File: src/rtl/lagarto_reset_sequencer_pkg.sv
// Shared types and default parameters for the Lagarto tile reset sequencer.
package lagarto_rst_pkg;

    typedef enum logic [2:0] {
        WAKE,
        RELEASE,
        RUN,
        QUIESCE,
        ASSERT
    } rstseq_state_e;

    localparam int unsigned DEF_NUM_DOMAINS    = 3;
    localparam int unsigned DEF_WAKE_CNT_W     = 16;
    localparam int unsigned DEF_SYNC_STAGES    = 2;
    localparam int unsigned DEF_STAGGER_CYCLES = 8;
    localparam int unsigned DEF_HOLD_CYCLES    = 16;
    localparam int unsigned DEF_TIMEOUT_CYCLES = 1024;

endpackage

File: src/rtl/lagarto_reset_sequencer_sync.sv
// Reset synchronizer: asynchronous assertion, deassertion after SYNC_STAGES clock edges.
module lagarto_rst_sync
    import lagarto_rst_pkg::*;
#(
    parameter int unsigned SYNC_STAGES = DEF_SYNC_STAGES
) (
    input  logic clk_i,
    input  logic reset_l,
    output logic reset_sync_l
);

    logic [SYNC_STAGES-1:0] sync_q;

    always_ff @(posedge clk_i or negedge reset_l) begin
        if (!reset_l) begin
            sync_q <= '0;
        end else begin
            sync_q <= {sync_q[SYNC_STAGES-2:0], 1'b1};
        end
    end

    assign reset_sync_l = sync_q[SYNC_STAGES-1];

endmodule

File: src/rtl/lagarto_reset_sequencer.sv
// Multi-domain reset/wake-up sequencer with warm-reset quiesce handshake.
// Optional quiesce timeout: define LAGARTO_RSTSEQ_QUIESCE_TIMEOUT_EN.
module lagarto_reset_sequencer
    import lagarto_rst_pkg::*;
#(
    parameter int unsigned NUM_DOMAINS    = DEF_NUM_DOMAINS,
    parameter int unsigned WAKE_CNT_W     = DEF_WAKE_CNT_W,
    parameter int unsigned SYNC_STAGES    = DEF_SYNC_STAGES,
    parameter int unsigned STAGGER_CYCLES = DEF_STAGGER_CYCLES,
    parameter int unsigned HOLD_CYCLES    = DEF_HOLD_CYCLES,
    parameter int unsigned TIMEOUT_CYCLES = DEF_TIMEOUT_CYCLES
) (
    input  logic                   clk_i,
    input  logic                   reset_l,
    input  logic [63:0]            boot_addr_i,
    output logic [63:0]            boot_addr_o,
    output logic [NUM_DOMAINS-1:0] domain_rst_no,
    output logic                   all_ready_o,
    input  logic                   soft_rst_req_i,
    output logic                   soft_rst_ack_o,
    output logic                   quiesce_req_o,
    input  logic                   quiesce_ack_i,
    output logic                   timeout_o
);

    localparam int unsigned STG_W = $clog2(STAGGER_CYCLES*NUM_DOMAINS+1);
    localparam int unsigned HLD_W = $clog2(HOLD_CYCLES+1);
    localparam logic [STG_W-1:0] STG_LAST = STG_W'((NUM_DOMAINS-1)*STAGGER_CYCLES);
    localparam logic [HLD_W-1:0] HLD_LAST = HLD_W'(HOLD_CYCLES-1);

    if (SYNC_STAGES < 2 || STAGGER_CYCLES < 1 || HOLD_CYCLES < 1 || TIMEOUT_CYCLES < 1)
    begin : g_bad_params
        $error("lagarto_reset_sequencer: illegal parameter value");
    end

    logic rst_sync_l;

    lagarto_rst_sync #(
        .SYNC_STAGES(SYNC_STAGES)
    ) u_rst_sync (
        .clk_i       (clk_i),
        .reset_l     (reset_l),
        .reset_sync_l(rst_sync_l)
    );

    rstseq_state_e         state_q, state_d;
    logic [WAKE_CNT_W-1:0] wake_cnt_q, wake_cnt_d;
    logic [STG_W-1:0]      stg_cnt_q, stg_cnt_d;
    logic [HLD_W-1:0]      hold_cnt_q, hold_cnt_d;
    logic [NUM_DOMAINS-1:0] domain_q, domain_d;
    logic                  ready_q, ready_d;
    logic                  qreq_q, qreq_d;
    logic                  ack_q, ack_d;
    logic [63:0]           boot_q, boot_d;
    logic                  req_q;
    logic                  req_rise;
    logic                  tmo_hit;
    logic                  go_assert;
    logic                  enter_rel;

    // The edge detector tracks in every state so a level held across states is never retaken.
    assign req_rise = soft_rst_req_i & ~req_q;

`ifdef LAGARTO_RSTSEQ_QUIESCE_TIMEOUT_EN
    localparam int unsigned TMO_W = $clog2(TIMEOUT_CYCLES+1);
    localparam logic [TMO_W-1:0] TMO_LAST = TMO_W'(TIMEOUT_CYCLES-1);

    logic [TMO_W-1:0] tmo_cnt_q;
    logic             timeout_q;

    assign tmo_hit = (state_q == QUIESCE) && !quiesce_ack_i && (tmo_cnt_q == TMO_LAST);

    always_ff @(posedge clk_i or negedge rst_sync_l) begin
        if (!rst_sync_l) begin
            tmo_cnt_q <= '0;
            timeout_q <= 1'b0;
        end else begin
            tmo_cnt_q <= (state_q == QUIESCE) ? tmo_cnt_q + 1'b1 : '0;
            if (tmo_hit) begin
                timeout_q <= 1'b1;
            end
        end
    end

    assign timeout_o = timeout_q;
`else
    assign tmo_hit   = 1'b0;
    assign timeout_o = 1'b0;
`endif

    always_comb begin
        state_d    = state_q;
        wake_cnt_d = wake_cnt_q;
        stg_cnt_d  = stg_cnt_q;
        hold_cnt_d = hold_cnt_q;
        domain_d   = domain_q;
        ready_d    = ready_q;
        qreq_d     = qreq_q;
        ack_d      = 1'b0;
        boot_d     = boot_q;
        go_assert  = 1'b0;
        enter_rel  = 1'b0;

        case (state_q)
            WAKE: begin
                if (wake_cnt_q[WAKE_CNT_W-1]) begin
                    enter_rel = 1'b1;
                end else begin
                    wake_cnt_d = wake_cnt_q + 1'b1;
                end
            end
            RELEASE: begin
                if (stg_cnt_q == STG_LAST) begin
                    state_d = RUN;
                    ready_d = 1'b1;
                end else begin
                    stg_cnt_d = stg_cnt_q + 1'b1;
                    for (int unsigned k = 1; k < NUM_DOMAINS; k++) begin
                        if (stg_cnt_d == STG_W'(k*STAGGER_CYCLES)) begin
                            domain_d[k] = 1'b1;
                        end
                    end
                end
            end
            RUN: begin
                if (req_rise) begin
                    state_d = QUIESCE;
                    qreq_d  = 1'b1;
                end
            end
            QUIESCE: begin
                go_assert = quiesce_ack_i | tmo_hit;
            end
            ASSERT: begin
                if (hold_cnt_q == HLD_LAST) begin
                    enter_rel = 1'b1;
                end else begin
                    hold_cnt_d = hold_cnt_q + 1'b1;
                    ack_d      = (hold_cnt_d == HLD_LAST);
                end
            end
            default: state_d = WAKE;
        endcase

        if (go_assert) begin
            state_d    = ASSERT;
            domain_d   = '0;
            qreq_d     = 1'b0;
            ready_d    = 1'b0;
            hold_cnt_d = '0;
            ack_d      = (HOLD_CYCLES == 1);
        end

        // Domain 0 is released on the same edge that enters RELEASE.
        if (enter_rel) begin
            state_d     = RELEASE;
            boot_d      = boot_addr_i;
            stg_cnt_d   = '0;
            domain_d[0] = 1'b1;
        end
    end

    always_ff @(posedge clk_i or negedge rst_sync_l) begin
        if (!rst_sync_l) begin
            state_q    <= WAKE;
            wake_cnt_q <= '0;
            stg_cnt_q  <= '0;
            hold_cnt_q <= '0;
            domain_q   <= '0;
            ready_q    <= 1'b0;
            qreq_q     <= 1'b0;
            ack_q      <= 1'b0;
            boot_q     <= '0;
            req_q      <= 1'b0;
        end else begin
            state_q    <= state_d;
            wake_cnt_q <= wake_cnt_d;
            stg_cnt_q  <= stg_cnt_d;
            hold_cnt_q <= hold_cnt_d;
            domain_q   <= domain_d;
            ready_q    <= ready_d;
            qreq_q     <= qreq_d;
            ack_q      <= ack_d;
            boot_q     <= boot_d;
            req_q      <= soft_rst_req_i;
        end
    end

    assign boot_addr_o    = boot_q;
    assign domain_rst_no  = domain_q;
    assign all_ready_o    = ready_q;
    assign quiesce_req_o  = qreq_q;
    assign soft_rst_ack_o = ack_q;

endmodule

File: config.mk
export PLATFORM = sky130hd
export DESIGN_NAME = lagarto_reset_sequencer
export DESIGN_NICKNAME = d
export VERILOG_FILES = /design/src/rtl/lagarto_reset_sequencer_pkg.sv /design/src/rtl/lagarto_reset_sequencer_sync.sv /design/src/rtl/lagarto_reset_sequencer.sv
export SDC_FILE = /design/constraint.sdc
export NUM_CORES = 1
export LEC_CHECK = 0
export CAP_MARGIN = 15
export CELL_PAD_IN_SITES_DETAIL_PLACEMENT = 1
export CELL_PAD_IN_SITES_GLOBAL_PLACEMENT = 2
export CORE_MARGIN = 4
export CORE_UTILIZATION = 32
export DETAILED_ROUTE_END_ITERATION = 16
export GPL_TIMING_DRIVEN = 0
export HOLD_SLACK_MARGIN = 0.1
export PLACE_DENSITY_LB_ADDON = 0.1
export SYNTH_ARGS = -nofsm -noshare
export SYNTH_HDL_FRONTEND = slang
export SYNTH_SLANG_ARGS = --single-unit
File: constraint.sdc
create_clock -name clk_i -period 4.8 [get_ports clk_i]
set_input_delay 0.48 -clock clk_i [delete_from_list [all_inputs] [get_ports clk_i]]
set_output_delay 0.48 -clock clk_i [all_outputs]
set_load 0.02 [all_outputs]
==> results.md <==
* Status: finished clean
* Gate power share at 0.041
* Setup violations, final at 0
* Num CTS Buffers at 9
* Post-Syn Area at 4250 µm²
* Largest net degree at the start of global routing at 62
* Synth warn at 0
* P_sw at 356 µW
* Unrepaired setup endpoints after global routing: false
* Final Max Tran Viols at 0
* Syn Inst Count at 315
* Clk_lat worst skew at 0.34 ns
* Worst hold path type: primary input to async pin
* Antenna cell count at 0
* Core ar. at 12800 µm²
* Grt ovf at 0
* R2R setup slack at 2.31 ns
* CTS tree: yes
* Post-DR vias/cell at 4.62
* Top_reg_cell synth: dfrtp_1
* Switching portion of total power at 0.206
* Yosys reg bits at 102
* Dpl hpwl at 8230 µm
* First-pass GRT wire length at 17400 µm
* Final nets at 540
* Initial antenna violation count at 0
* CP Data Required Time at 5.03 ns
* FF-to-FF Start: hold_cnt_q[0]
* Max_cap viols at 0
* Synthesis-to-layout area growth at 45.8%
* Die height at 123 µm
* Reg2reg end: boot_addr_o[50]
* Gates resized, CTS repair at 0
* Boundary Pins at 139
* P_int at 1370 µW
* Detailed Route Iter0 Violations at 97
* Mean area per synthesized cell at 13.5 µm²
* Final number of hold-violating endpoints at 0
* Hold buffer count at cts at 0
* Clock share of power at 0.457
* Fmax at 401 MHz
* Antenna Violating Nets Remaining at 0
* Drt first pass iters at 4
* Pleak at 0.00285 µW
* Period minus WS final at 2.49 ns
* Crit path to: boot_addr_o[50]
* EDFF count, synth at 0
* Worst Setup SP: hold_cnt_q[0]
* Worst Tran Pin Value at 0.902 ns
* Share of power burned in registers at 0.502
* Unique masters post-synth at 44
* Critical path fanouts, max at 10
* Starting Density at 0.331
* Reg clk slew, reported paths at 0.07 ns
* Worst Skew at 0.00704 ns
* IO buf count at 137
* DRC viols at 0
* Syn_nets at 390
* Final WL at 11000 µm
* Sum Neg Setup Slack at 0 ns
* Setup bufs post-CTS at 0
* Longest Clk Path Bufs at 2
* Seq/Total Area, Yosys at 0.601
* Root Driver: clkbuf_16
* Gpl congestion at 0.746
* Async set or reset register ratio after synthesis at 1.00
* Overall routing resource usage at 0.149
* WL/cell at 17.1 µm
* CP Class: register to register
* CTS H-tree depth at 3
* Power Dens Cells at 279 nW/µm²
* Cell count of the worst reg-to-reg path at 7
* Die width at 123 µm
* Max-slew headroom at 0.397
* Vias in the first global route at 3123
* Max VDD drop at 0.227 mV
* CP Data Arrival Time at 2.72 ns
* Crit. End Element: register
* Fraction of layout cells with a size suffix above 1 at 0.215
* Rows at 41
* Worst setup SP type: register
* Routed vias at 2969
* Final Cycle Share at 0.519
* Tot Pwr at 1730 µW
* Die footprint at 15200 µm²
* Clock Sinks at 102
==> layout by cell type (no fill, tap or decap), drive strengths merged, types with 3 or more instances in the layout <==
cell and instances:
o21ai 8, clkinv 3, a21oi 6, mux2i 3
nor3 6, buf 13, clkdlybuf4s50 137, mux2 65
xor2 10, nor2 13, nand2 10, nand4 6
inv 9, clkbuf 13, ha 7, dfrtp 102
and3 4, nand3 8, xnor2 11
==> per-stage QoR <==
stage / cells / cell area [µm²] / hold WS (ns) / utilization / setup slack, ns
2_1_floorplan: 315 / 4250 / 0.184 / - / 1.75
3_3_place_gp: 624 / 5830 / 0.336 / 0.455 / 0.452
3_5_place_dp: 625 / 5860 / 0.344 / 0.457 / 2.27
4_1_cts: 641 / 6190 / 0.274 / 0.482 / 2.24
5_1_grt: 642 / 6190 / 0.275 / 0.483 / 2.11
6_report: 642 / 6190 / 0.293 / 0.483 / 2.31
==> state kept, by name (all words and copies together), names as in the netlist <==
name / cells
boot_addr_o: 64
wake_cnt_q: 16
hold_cnt_q: 5
stg_cnt_q: 5
domain_rst_no: 3
state_q: 3
u_rst_sync.sync_q: 2
all_ready_o: 1
quiesce_req_o: 1
req_q: 1
soft_rst_ack_o: 1
==> worst min path at each step <==
| stage | from | endpoint | slack (ns) | cells past startpoint |
|---|---|---|---|---|
| after floorplan | reset_l | u_rst_sync.sync_q[0] | 0.18 | 0 |
| after global placement | u_rst_sync.sync_q[0] | u_rst_sync.sync_q[1] | 0.34 | 0 |
| after detailed placement | u_rst_sync.sync_q[0] | u_rst_sync.sync_q[1] | 0.34 | 0 |
| after CTS | reset_l | u_rst_sync.sync_q[0] | 0.27 | 1 |
| after global routing | reset_l | u_rst_sync.sync_q[0] | 0.27 | 1 |
| final | reset_l | u_rst_sync.sync_q[0] | 0.29 | 1 |
==> cells by family (layout without fill, tap and decap cells) <==
kind of cell	after synthesis	after routing	share of synthesized area
compound gates	23	23	0.0330
xor+xnor	21	21	0.0433
fa+ha+maj	7	7	0.0206
buf+inv	23	178	0.0259
flops	102	102	0.601
mux	68	68	0.179
other cells	2	2	0.00177
simple gates	69	69	0.0946
==> cell type report <==
type,count,area [µm²]
Clock inverter,7,97.6
Tap cell,172,215
Inverter,8,30.0
Clock buffer,9,225
Multi-Input combinational cell,190,1580
Timing Repair Buffer,139,1400
Buffer,15,80.1
Fill cell,1338,6630
Sequential cell,102,2560
==> cells in the mapped netlist, drive strengths merged (3+ instances only) <==
library cell,instances,area [µm²]
a21oi,6,30.0
and3,4,25.0
buf,12,68.8
clkbuf,3,11.3
dfrtp,102,2550
ha,7,87.6
inv,8,30.0
mux2,65,732
mux2i,3,30.0
nand2,10,37.5
nand3,8,40.0
nand4,6,37.5
nor2,13,48.8
nor3,6,35.0
o21ai,8,40.0
xnor2,11,96.3
xor2,10,87.6
==> power groups by stage <==
stage	registers, µW	logic, µW	clock network, µW
after detailed placement	885	71.0	0
after global placement	894	56.5	0
after global routing	869	76.5	854
after CTS	868	71.7	823
after floorplan	889	2.28	0
final	867	70.4	789
==> critical path, stage by stage, from the launching register on <==
cell     delay, ns
dfrtp_1       0.41
ha_1          0.25
and3_1        0.18
ha_1          0.16
mux2i_1       0.11
nor3_2        0.52
buf_2         0.38
mux2_2        0.38
==> layer usage <==
metal,share of wire,track usage
met5,0,0
met4,0.016,0.0540
met3,0.079,0.0448
met2,0.46,0.230
met1,0.45,0.199
(Power assumes the default switching activity.)
